$ cat src/rtl/rng_arb_pkg.sv
// Shared types and constants for the LFSR draw arbiter.
package rng_arb_pkg;

  localparam int STEP_CNT_W = 8;
  localparam int RNG_WIDTH  = 128;

  typedef enum logic [1:0] {
    IDLE    = 2'd0,
    STEP    = 2'd1,
    CAPTURE = 2'd2,
    DELIVER = 2'd3
  } arb_state_e;

endpackage

$ cat src/rtl/rng_arbiter_rr_picker.sv
// Combinational round-robin search: first set req bit at or above ptr_i,
// wrapping past NUM_REQ-1 back to 0.
module rr_picker #(
  parameter int NUM_REQ = 4,
  parameter int IDX_W   = $clog2(NUM_REQ)
) (
  input  logic [NUM_REQ-1:0] req_i,
  input  logic [IDX_W-1:0]   ptr_i,
  output logic               found_o,
  output logic [IDX_W-1:0]   idx_o
);

  int j;

  // Walk offsets from farthest to nearest so the nearest hit wins last.
  always_comb begin
    found_o = 1'b0;
    idx_o   = '0;
    j       = 0;
    for (int i = NUM_REQ - 1; i >= 0; i--) begin
      j = int'(ptr_i) + i;
      if (j >= NUM_REQ) j = j - NUM_REQ;
      if (req_i[j]) begin
        found_o = 1'b1;
        idx_o   = IDX_W'(j);
      end
    end
  end

endmodule

$ cat src/rtl/rng_arbiter.sv
// Round-robin arbiter/sequencer sharing one 128-bit LFSR between NUM_REQ
// clients. Each draw steps the LFSR STRIDE times, captures the word and
// pulses gnt/rand_valid for one cycle.
// Optional: define RNG_ARB_DRAW_CNT_EN to add a 32-bit draw_cnt_o output
// counting delivered draws.
module rng_arbiter
  import rng_arb_pkg::*;
#(
  parameter int NUM_REQ = 4,
  parameter int STRIDE  = 8
) (
  input  logic                 clk,
  input  logic                 rst_n,
`ifdef RNG_ARB_DRAW_CNT_EN
  output logic [31:0]          draw_cnt_o,
`endif
  input  logic [NUM_REQ-1:0]   req_i,
  output logic [NUM_REQ-1:0]   gnt_o,
  output logic [RNG_WIDTH-1:0] rand_data_o,
  output logic                 rand_valid_o,
  output logic                 busy_o,
  output logic                 lfsr_require_o,
  input  logic [RNG_WIDTH-1:0] lfsr_data_i
);

  localparam int IDX_W = $clog2(NUM_REQ);

  // Bad parameters are flagged at elaboration.
  if (NUM_REQ < 2 || NUM_REQ > 8) begin : g_bad_num_req
    $error("rng_arbiter: NUM_REQ=%0d outside 2..8", NUM_REQ);
  end
  if (STRIDE < 1 || STRIDE > 255) begin : g_bad_stride
    $error("rng_arbiter: STRIDE=%0d outside 1..255", STRIDE);
  end

  arb_state_e                state_q, state_d;
  logic [IDX_W-1:0]          rr_ptr_q, rr_ptr_d;
  logic [IDX_W-1:0]          win_idx_q, win_idx_d;
  logic [STEP_CNT_W-1:0]     step_cnt_q, step_cnt_d;
  logic [RNG_WIDTH-1:0]      rand_data_q, rand_data_d;

  logic                      pick_found;
  logic [IDX_W-1:0]          pick_idx;

  rr_picker #(
    .NUM_REQ (NUM_REQ),
    .IDX_W   (IDX_W)
  ) u_picker (
    .req_i   (req_i),
    .ptr_i   (rr_ptr_q),
    .found_o (pick_found),
    .idx_o   (pick_idx)
  );

  // State and datapath registers; reset aborts any draw in flight.
  always_ff @(posedge clk or negedge rst_n) begin
    if (!rst_n) begin
      state_q     <= IDLE;
      rr_ptr_q    <= '0;
      win_idx_q   <= '0;
      step_cnt_q  <= '0;
      rand_data_q <= '0;
    end else begin
      state_q     <= state_d;
      rr_ptr_q    <= rr_ptr_d;
      win_idx_q   <= win_idx_d;
      step_cnt_q  <= step_cnt_d;
      rand_data_q <= rand_data_d;
    end
  end

  // Next-state: requests are only looked at in IDLE, so a dropped req
  // mid-draw still gets its word.
  always_comb begin
    state_d     = state_q;
    rr_ptr_d    = rr_ptr_q;
    win_idx_d   = win_idx_q;
    step_cnt_d  = step_cnt_q;
    rand_data_d = rand_data_q;
    unique case (state_q)
      IDLE: begin
        if (pick_found) begin
          win_idx_d  = pick_idx;
          step_cnt_d = STEP_CNT_W'(STRIDE - 1);
          state_d    = STEP;
        end
      end
      STEP: begin
        if (step_cnt_q == '0) state_d = CAPTURE;
        else                  step_cnt_d = step_cnt_q - STEP_CNT_W'(1);
      end
      CAPTURE: begin
        rand_data_d = lfsr_data_i;
        state_d     = DELIVER;
      end
      DELIVER: begin
        rr_ptr_d = (win_idx_q == IDX_W'(NUM_REQ - 1)) ? '0 : win_idx_q + IDX_W'(1);
        state_d  = IDLE;
      end
      default: state_d = IDLE;
    endcase
  end

  // Outputs decode registered state only; no path from req_i.
  assign rand_valid_o   = (state_q == DELIVER);
  assign gnt_o          = rand_valid_o ? (NUM_REQ'(1) << win_idx_q) : '0;
  assign busy_o         = (state_q != IDLE);
  assign lfsr_require_o = (state_q == STEP);
  assign rand_data_o    = rand_data_q;

`ifdef RNG_ARB_DRAW_CNT_EN
  logic [31:0] draw_cnt_q;

  // Delivered-draw counter, free-running wrap.
  always_ff @(posedge clk or negedge rst_n) begin
    if (!rst_n)                 draw_cnt_q <= '0;
    else if (state_q == DELIVER) draw_cnt_q <= draw_cnt_q + 32'd1;
  end

  assign draw_cnt_o = draw_cnt_q;
`endif

endmodule

$ cat config.mk
export PLATFORM = sky130hd
export DESIGN_NAME = rng_arbiter
export DESIGN_NICKNAME = d
export VERILOG_FILES = /design/src/rtl/rng_arb_pkg.sv /design/src/rtl/rng_arbiter_rr_picker.sv /design/src/rtl/rng_arbiter.sv
export SDC_FILE = /design/constraint.sdc
export NUM_CORES = 1
export LEC_CHECK = 0
export ABC_AREA = 0
export CAP_MARGIN = 15
export CELL_PAD_IN_SITES_DETAIL_PLACEMENT = 0
export CELL_PAD_IN_SITES_GLOBAL_PLACEMENT = 1
export CORE_ASPECT_RATIO = 0.6
export CORE_MARGIN = 2
export CORE_UTILIZATION = 32
export DETAILED_ROUTE_END_ITERATION = 16
export PLACE_DENSITY_LB_ADDON = 0.08
export RECOVER_POWER = 25
export SYNTH_ARGS = -nofsm -noshare
export SYNTH_HDL_FRONTEND = slang
export SYNTH_SLANG_ARGS = --single-unit
export TNS_END_PERCENT = 30
$ cat constraint.sdc
create_clock -name clk -period 2.1 [get_ports clk]
set_input_delay 0.21 -clock clk [delete_from_list [all_inputs] [get_ports clk]]
set_output_delay 0.21 -clock clk [all_outputs]
set_load 0.02 [all_outputs]
Word level (Yosys, flattened, before mapping)

Cells that the tools add are included.

$add $sub $neg: 9
$lt $le $gt $ge: 8
Equality and inequality tests: 7
Shift-type cells: 1
Multiplexer cells: 32
Reductions and logical operators: 7

Operators with widths:

| kind                                                                           | number |
|---|---|
| 32-bit by 4-bit less-than comparator with 1-bit output (second input constant) | 4 |
| 32-bit 2-to-1 mux                                                              | 4 |
| 32-bit by 4-bit >= comparator with 1-bit output (second input constant)        | 3 |
| 32-bit by 4-bit subtractor with 32-bit output (second input constant)          | 3 |
| 8-bit 2-to-1 mux                                                               | 2 |
| 8-bit one-hot mux with 2 select lines                                          | 1 |
| 2-bit 2-to-1 mux                                                               | 7 |
| 1-bit 2-to-1 mux                                                               | 12 |
| 1-bit binary-select mux with 2-bit select                                      | 4 |
| 8-bit zero test                                                                | 1 |
| 2-bit one-hot mux with 4 select lines                                          | 1 |
| 8-bit by 1-bit subtractor with 8-bit output (second input constant)            | 1 |
| 2-bit by 2-bit adder with 3-bit output (second input constant)                 | 2 |
| 2-bit equality test (second input constant)                                    | 3 |
| 4-bit 2-to-1 mux                                                               | 1 |
| 2-bit != test (second input constant)                                          | 2 |
| 2-bit AND reduction                                                            | 2 |
| 2-bit nonzero test                                                             | 2 |
| 1-bit by 2-bit left shift with 4-bit output (first input constant)             | 1 |
| 2-bit by 3-bit subtractor with 4-bit output (second input constant)            | 1 |
| 2-bit by 1-bit adder with 3-bit output (second input constant)                 | 1 |
| 2-bit by 3-bit >= comparator with 1-bit output (second input constant)         | 1 |
| 3-bit AND reduction                                                            | 1 |
| 2-bit by 1-bit adder with 2-bit output (second input constant)                 | 1 |
| 3 further kinds                                                                | 3 |

Flip-flop bits (word level): 142
Input port bits: 134
Output and inout port bits: 135
Word-level logic and storage cells: 69

Longest topological paths before layout

Depth in word-level cells: 12
Mapped depth: 7
Depth with buffers taken out: 6

Hierarchy

From an unflattened synthesis, not the netlist that was laid out.

Cells, all modules: 373
Area total of the unflattened synthesis: 5706.7 µm²

Modules (own cells, without submodules):

| module      | times used | cells each | area each (µm²) | seq. area each (µm²) |
|---|---|---|---|---|
| rng_arbiter | 1          | 360        | 5629.1          | 3553.4 |
| rr_picker   | 1          | 13         | 77.6            | 0.0 |

Least setup slack after synthesis

Ideal clock, no wire load.

Path kind: register to register
Start: register state_q[1]
End: register step_cnt_q[3]
Library setup time: 0.127 ns
Arrival: 1.765 ns
Required time: 1.973 ns
Setup slack: 0.208 ns
Cell stages (with the launch flop): 7
Path buffers: 0
Period minus slack after synthesis: 1.892 ns
Cell sequence: dfrtp_1 > inv_1 > ha_1 > and4bb_2 > a2111oi_0 > a21o_1 > a21oi_1

Word-level cells in the longest chain between the ends: 3
Elaborated cells between the ends (all ways): 7
Those cells by class: 3 x eq/ne; 1 x mux; 3 x reduce/logical

Ends and longest elaborated chain:

| item                                                                 | line              | source |
|---|---|---|
| start, declared                                                      | rng_arbiter.sv:36 | `arb_state_e state_q, state_d;` |
| start signal, assigned                                               | rng_arbiter.sv:64 | `state_q <= state_d;` |
| 2-bit by 1-bit equality test with 1-bit output (*)                   | n/a               |  |
| named net lfsr_require_o                                             | rng_arbiter.sv:22 | `output logic lfsr_require_o,` |
| 2-bit != test (no line) / 2-bit nonzero test (equally long branches) | n/a               |  |
| 3-bit AND reduction (no line)                                        | n/a               |  |
| end signal, assigned                                                 | rng_arbiter.sv:67 | `step_cnt_q <= step_cnt_d;` |
| end, declared                                                        | rng_arbiter.sv:39 | `logic [STEP_CNT_W-1:0] step_cnt_q, step_cnt_d;` |

The timed path passes the listed nets; every way through them passes the cells marked *.
A chain may end at the register's enable or synchronous reset.

Worst setup path after layout

Start: register state_q[1]
End: output port rand_valid_o

Word-level cells in the longest chain between the ends: 1

Ends and longest elaborated chain:

| item                | line               | source |
|---|---|---|
| 2-bit equality test | rng_arbiter.sv:105 | `assign rand_valid_o = (state_q == DELIVER);` |
| end, declared       | rng_arbiter.sv:20  | `output logic rand_valid_o,` |

Every way passes these cells.

==> metrics.md <==
| Metric | Value |
|---|---|
| Initial antenna violation count | 0 |
| Clock sink count | 142 |
| Die Wd | 177 um |
| Worst VDD drop | 0.360 mV |
| Post-Place Worst Slack | 66.8 ps |
| Fill count | 1485 |
| Buffers on Ports | 268 |
| Worst hold path depth | 2 |
| Synthesized Nets | 521 |
| N_diodes | 0 |
| Global Route Usage Sum | 16.9% |
| Pins over their slew limit | 60 |
| Global route overflow | 0 |
| TritonCTS clock tree | yes |
| Area contributors post-synth | dfrtp_1, mux2_2, ha_1, a21oi_1, clkbuf_1 |
| Die Height | 108 um |
| Largest net degree at the start of global routing | 68 |
| Setup Fix Bufs, Post-CTS | 0 |
| Initial Utilization | 33.1% |
| R2R depth | 6 |
| Final Hold Vio Count | 0 |
| Clock Tree Buf Depth | 2 |
| Worst Max-Slew Pin Slew | 1590 ps |
| Final setup fails | 0 |
| YS warnings | 0 |
| CTS buffer count | 17 |
| RR Startpoint | step_cnt_q[0] |
| Register area share after synthesis | 61.8% |
| Worst hold-check path type | in2reg |
| First-pass GRT wire length | 24.3 mm |
| Share of cells above drive strength 1 | 28.4% |
| DRC | 0 |
| Tcrit/Tclk final | 94.3% |
| Die ar. | 19100 um^2 |
| Row count | 37 |
| Post-synth EDFFs | 0 |
| Unrepaired setup endpoints after global routing | no |
| Max FO, Critical Path | 8 |
| Setup Skew | 14.5 ps |
| Layout net count | 805 |
| Status | complete, but fails checks |
| Drt first pass iters | 4 |
| GPL Wtd Cong | 0.836 |
| #FFs+latches synth | 142 |
| Final min period | 1980 ps |
| Drt wl/cell | 17.5 um |
| Core ar. | 17400 um^2 |
| Via count | 4144 |
| Synth Cell Area | 5750 um^2 |
| Failing checks | capacitance limit, slew limit |
| Critical Path AT | 1770 ps |
| Cell Count, Final, Fillers Out | 907 |
| Final setup margin | 120 ps |
| MaxCap Viol Count | 1 |
| Fmax achieved | 505 MHz |
| Post-synth top area share | 61.8% |
| RR Endpoint | step_cnt_q[3] |
| Worst setup SP type | flip-flop |
| Worst Hold End | rand_data_o[64] |
| Avg Vias per Cell | 4.57 |
| Overall power | 7.01 mW |
| # IOs | 269 |
| Post-Synthesis Cells | 376 |
| Setup TNS | 0 ps |
| H-tree depth | 4 |
| Leakage | 3.83 nW |
| Synthesized area per cell | 15.3 um^2 |
| Final HPWL DP | 11.7 mm |
| Drt initial violations | 157 |
| Critical Path RT | 1890 ps |
| Dominant synthesized flop cell | dfrtp_1 |
| Post-synth cell types | 37 |
| Synthesis-to-finish area growth | 63.7% |
| Clock Latency Late Sink | 420 ps |
| Clock-pin slew of the registers on the worst-case setup and hold paths | 70 ps |
| Cells after DPL | 874 |
| Clk root buf | clkbuf_16 |
| Post-synth ARST share | 100% |
| Routed wire length | 15.9 mm |
| Hold_sp | lfsr_data_i[64] |
| Final ANT Viol Nets | 0 |
| Vias in the first global route | 4483 |
| R2r setup slk | 250 ps |
| CP Class | reg2out |
| Crit. End Element | output port |
| P per Cell Area | 744 nW/um^2 |
| Rel. slew slack | -5.79% |
| Top cell type by total area after synthesis | dfrtp_1 |
-- worst max-delay path, stage by stage, from the launching register on --
cell,delay [ps]
dfrtp_1,430
ha_2,290
clkdlybuf4s50_1,640
-- layout make-up --
| class | count | area [um^2] | area share, % |
|---|---|---|---|
| Clock buffer | 18 | 439 | 4.67 |
| Inverter | 12 | 45.0 | 0.478 |
| Tap cell | 234 | 293 | 3.11 |
| Multi-Input combinational cell | 207 | 2130 | 22.6 |
| Sequential cell | 142 | 3550 | 37.7 |
| Timing Repair Buffer | 280 | 2800 | 29.8 |
| Clock inverter | 14 | 155 | 1.65 |
-- Yosys cell counts (2+ instances only) --
cell	n
nor2_1	5
nand3_1	3
a21oi_1	10
o21ai_0	4
buf_2	2
nand2_1	6
o22ai_1	2
mux2_2	130
and2_1	4
a211oi_1	2
inv_1	12
nor4_4	2
a21o_1	2
mux2i_1	4
clkbuf_1	12
ha_1	11
a2111oi_0	2
dfrtp_1	142
or4_1	2
a31o_2	2
-- layout by cell type (no fill, tap or decap), types with 2 or more instances in the layout --
cell type,count
a211oi_1,2
a21o_1,2
a21oi_1,10
a31o_2,2
and2_1,4
buf_12,3
buf_4,7
bufinv_16,2
clkbuf_16,17
clkbuf_2,2
clkdlybuf4s50_1,261
clkinv_2,2
clkinv_4,2
clkinvlp_4,2
dfrtp_1,142
dlygate4sd2_1,5
ha_1,8
ha_4,2
inv_1,11
inv_6,6
mux2_2,130
mux2i_1,4
nand2_1,6
nand3_1,3
nor2_1,5
nor4_4,2
o21ai_0,4
o22ai_1,2
or4_1,2
-- per-layer routing --
| layer | share of wire, % | track usage (%) | wire [um] | vias up |
|---|---|---|---|---|
| met5 | 0 | 0 | 0 | - |
| met2 | 46 | 26.5 | 7280 | 175 |
| met1 | 42 | 20.6 | 6620 | 2048 |
| met4 | 1.1 | 5.14 | 176 | 0 |
| li1 | - | - | - | 1910 |
| met3 | 11 | 8.26 | 1800 | 11 |
-- flip-flops by register name (all words and copies together) (netlist names) --
| name | count |
|---|---|
| rr_ptr_q | 2 |
| rand_data_o | 128 |
| step_cnt_q | 8 |
| state_q | 2 |
| win_idx_q | 2 |
-- per-stage QoR --
| step | hold WS [ps] | util (%) | area, um^2 |
|---|---|---|---|
| 2_1_floorplan | -85.6 | - | 5750 |
| 3_3_place_gp | 236 | 50.7 | 8800 |
| 3_5_place_dp | 242 | 50.7 | 8800 |
| 4_1_cts | 351 | 54.2 | 9410 |
| 5_1_grt | 380 | 54.2 | 9410 |
| 6_report | 394 | 54.2 | 9410 |
-- cell families (layout without fill, tap and decap cells) --
kind of cell / count (synthesis) / after routing / synth area share (%)
buf+inv: 27 / 324 / 1.81
mux: 134 / 134 / 26.2
simple gates: 31 / 31 / 3.63
fa+ha+maj: 11 / 11 / 2.39
compound gates: 31 / 31 / 4.22
flops: 142 / 142 / 61.8
-- where the power goes --
| group | switching [mW] | total, mW | internal (mW) |
|---|---|---|---|
| Sequential | 0.0815 | 2.95 | 2.87 |
| Combinational | 0.414 | 0.988 | 0.574 |
| Clock | 1.26 | 3.06 | 1.80 |
| Total | 1.76 | 7.01 | 5.25 |
-- how the worst max path moves through the flow --
stage,from,to,cells after the start
after floorplan,state_q[1],step_cnt_q[3],6
after global placement,req_i[2],state_q[1],5
after detailed placement,state_q[0],step_cnt_q[6],6
after CTS,state_q[1],busy_o,4
after global routing,rst_n,rand_data_o[54],3
final,state_q[1],rand_valid_o,2
-- what timing repair did --
action | CTS | global route
resized for setup | 9 | 3
hold buffers | 1 | 0
endpoints found under the setup margin | 6 | 2
hold endpoints to repair | 55 | 0
Power figures use the tool's default switching activity.
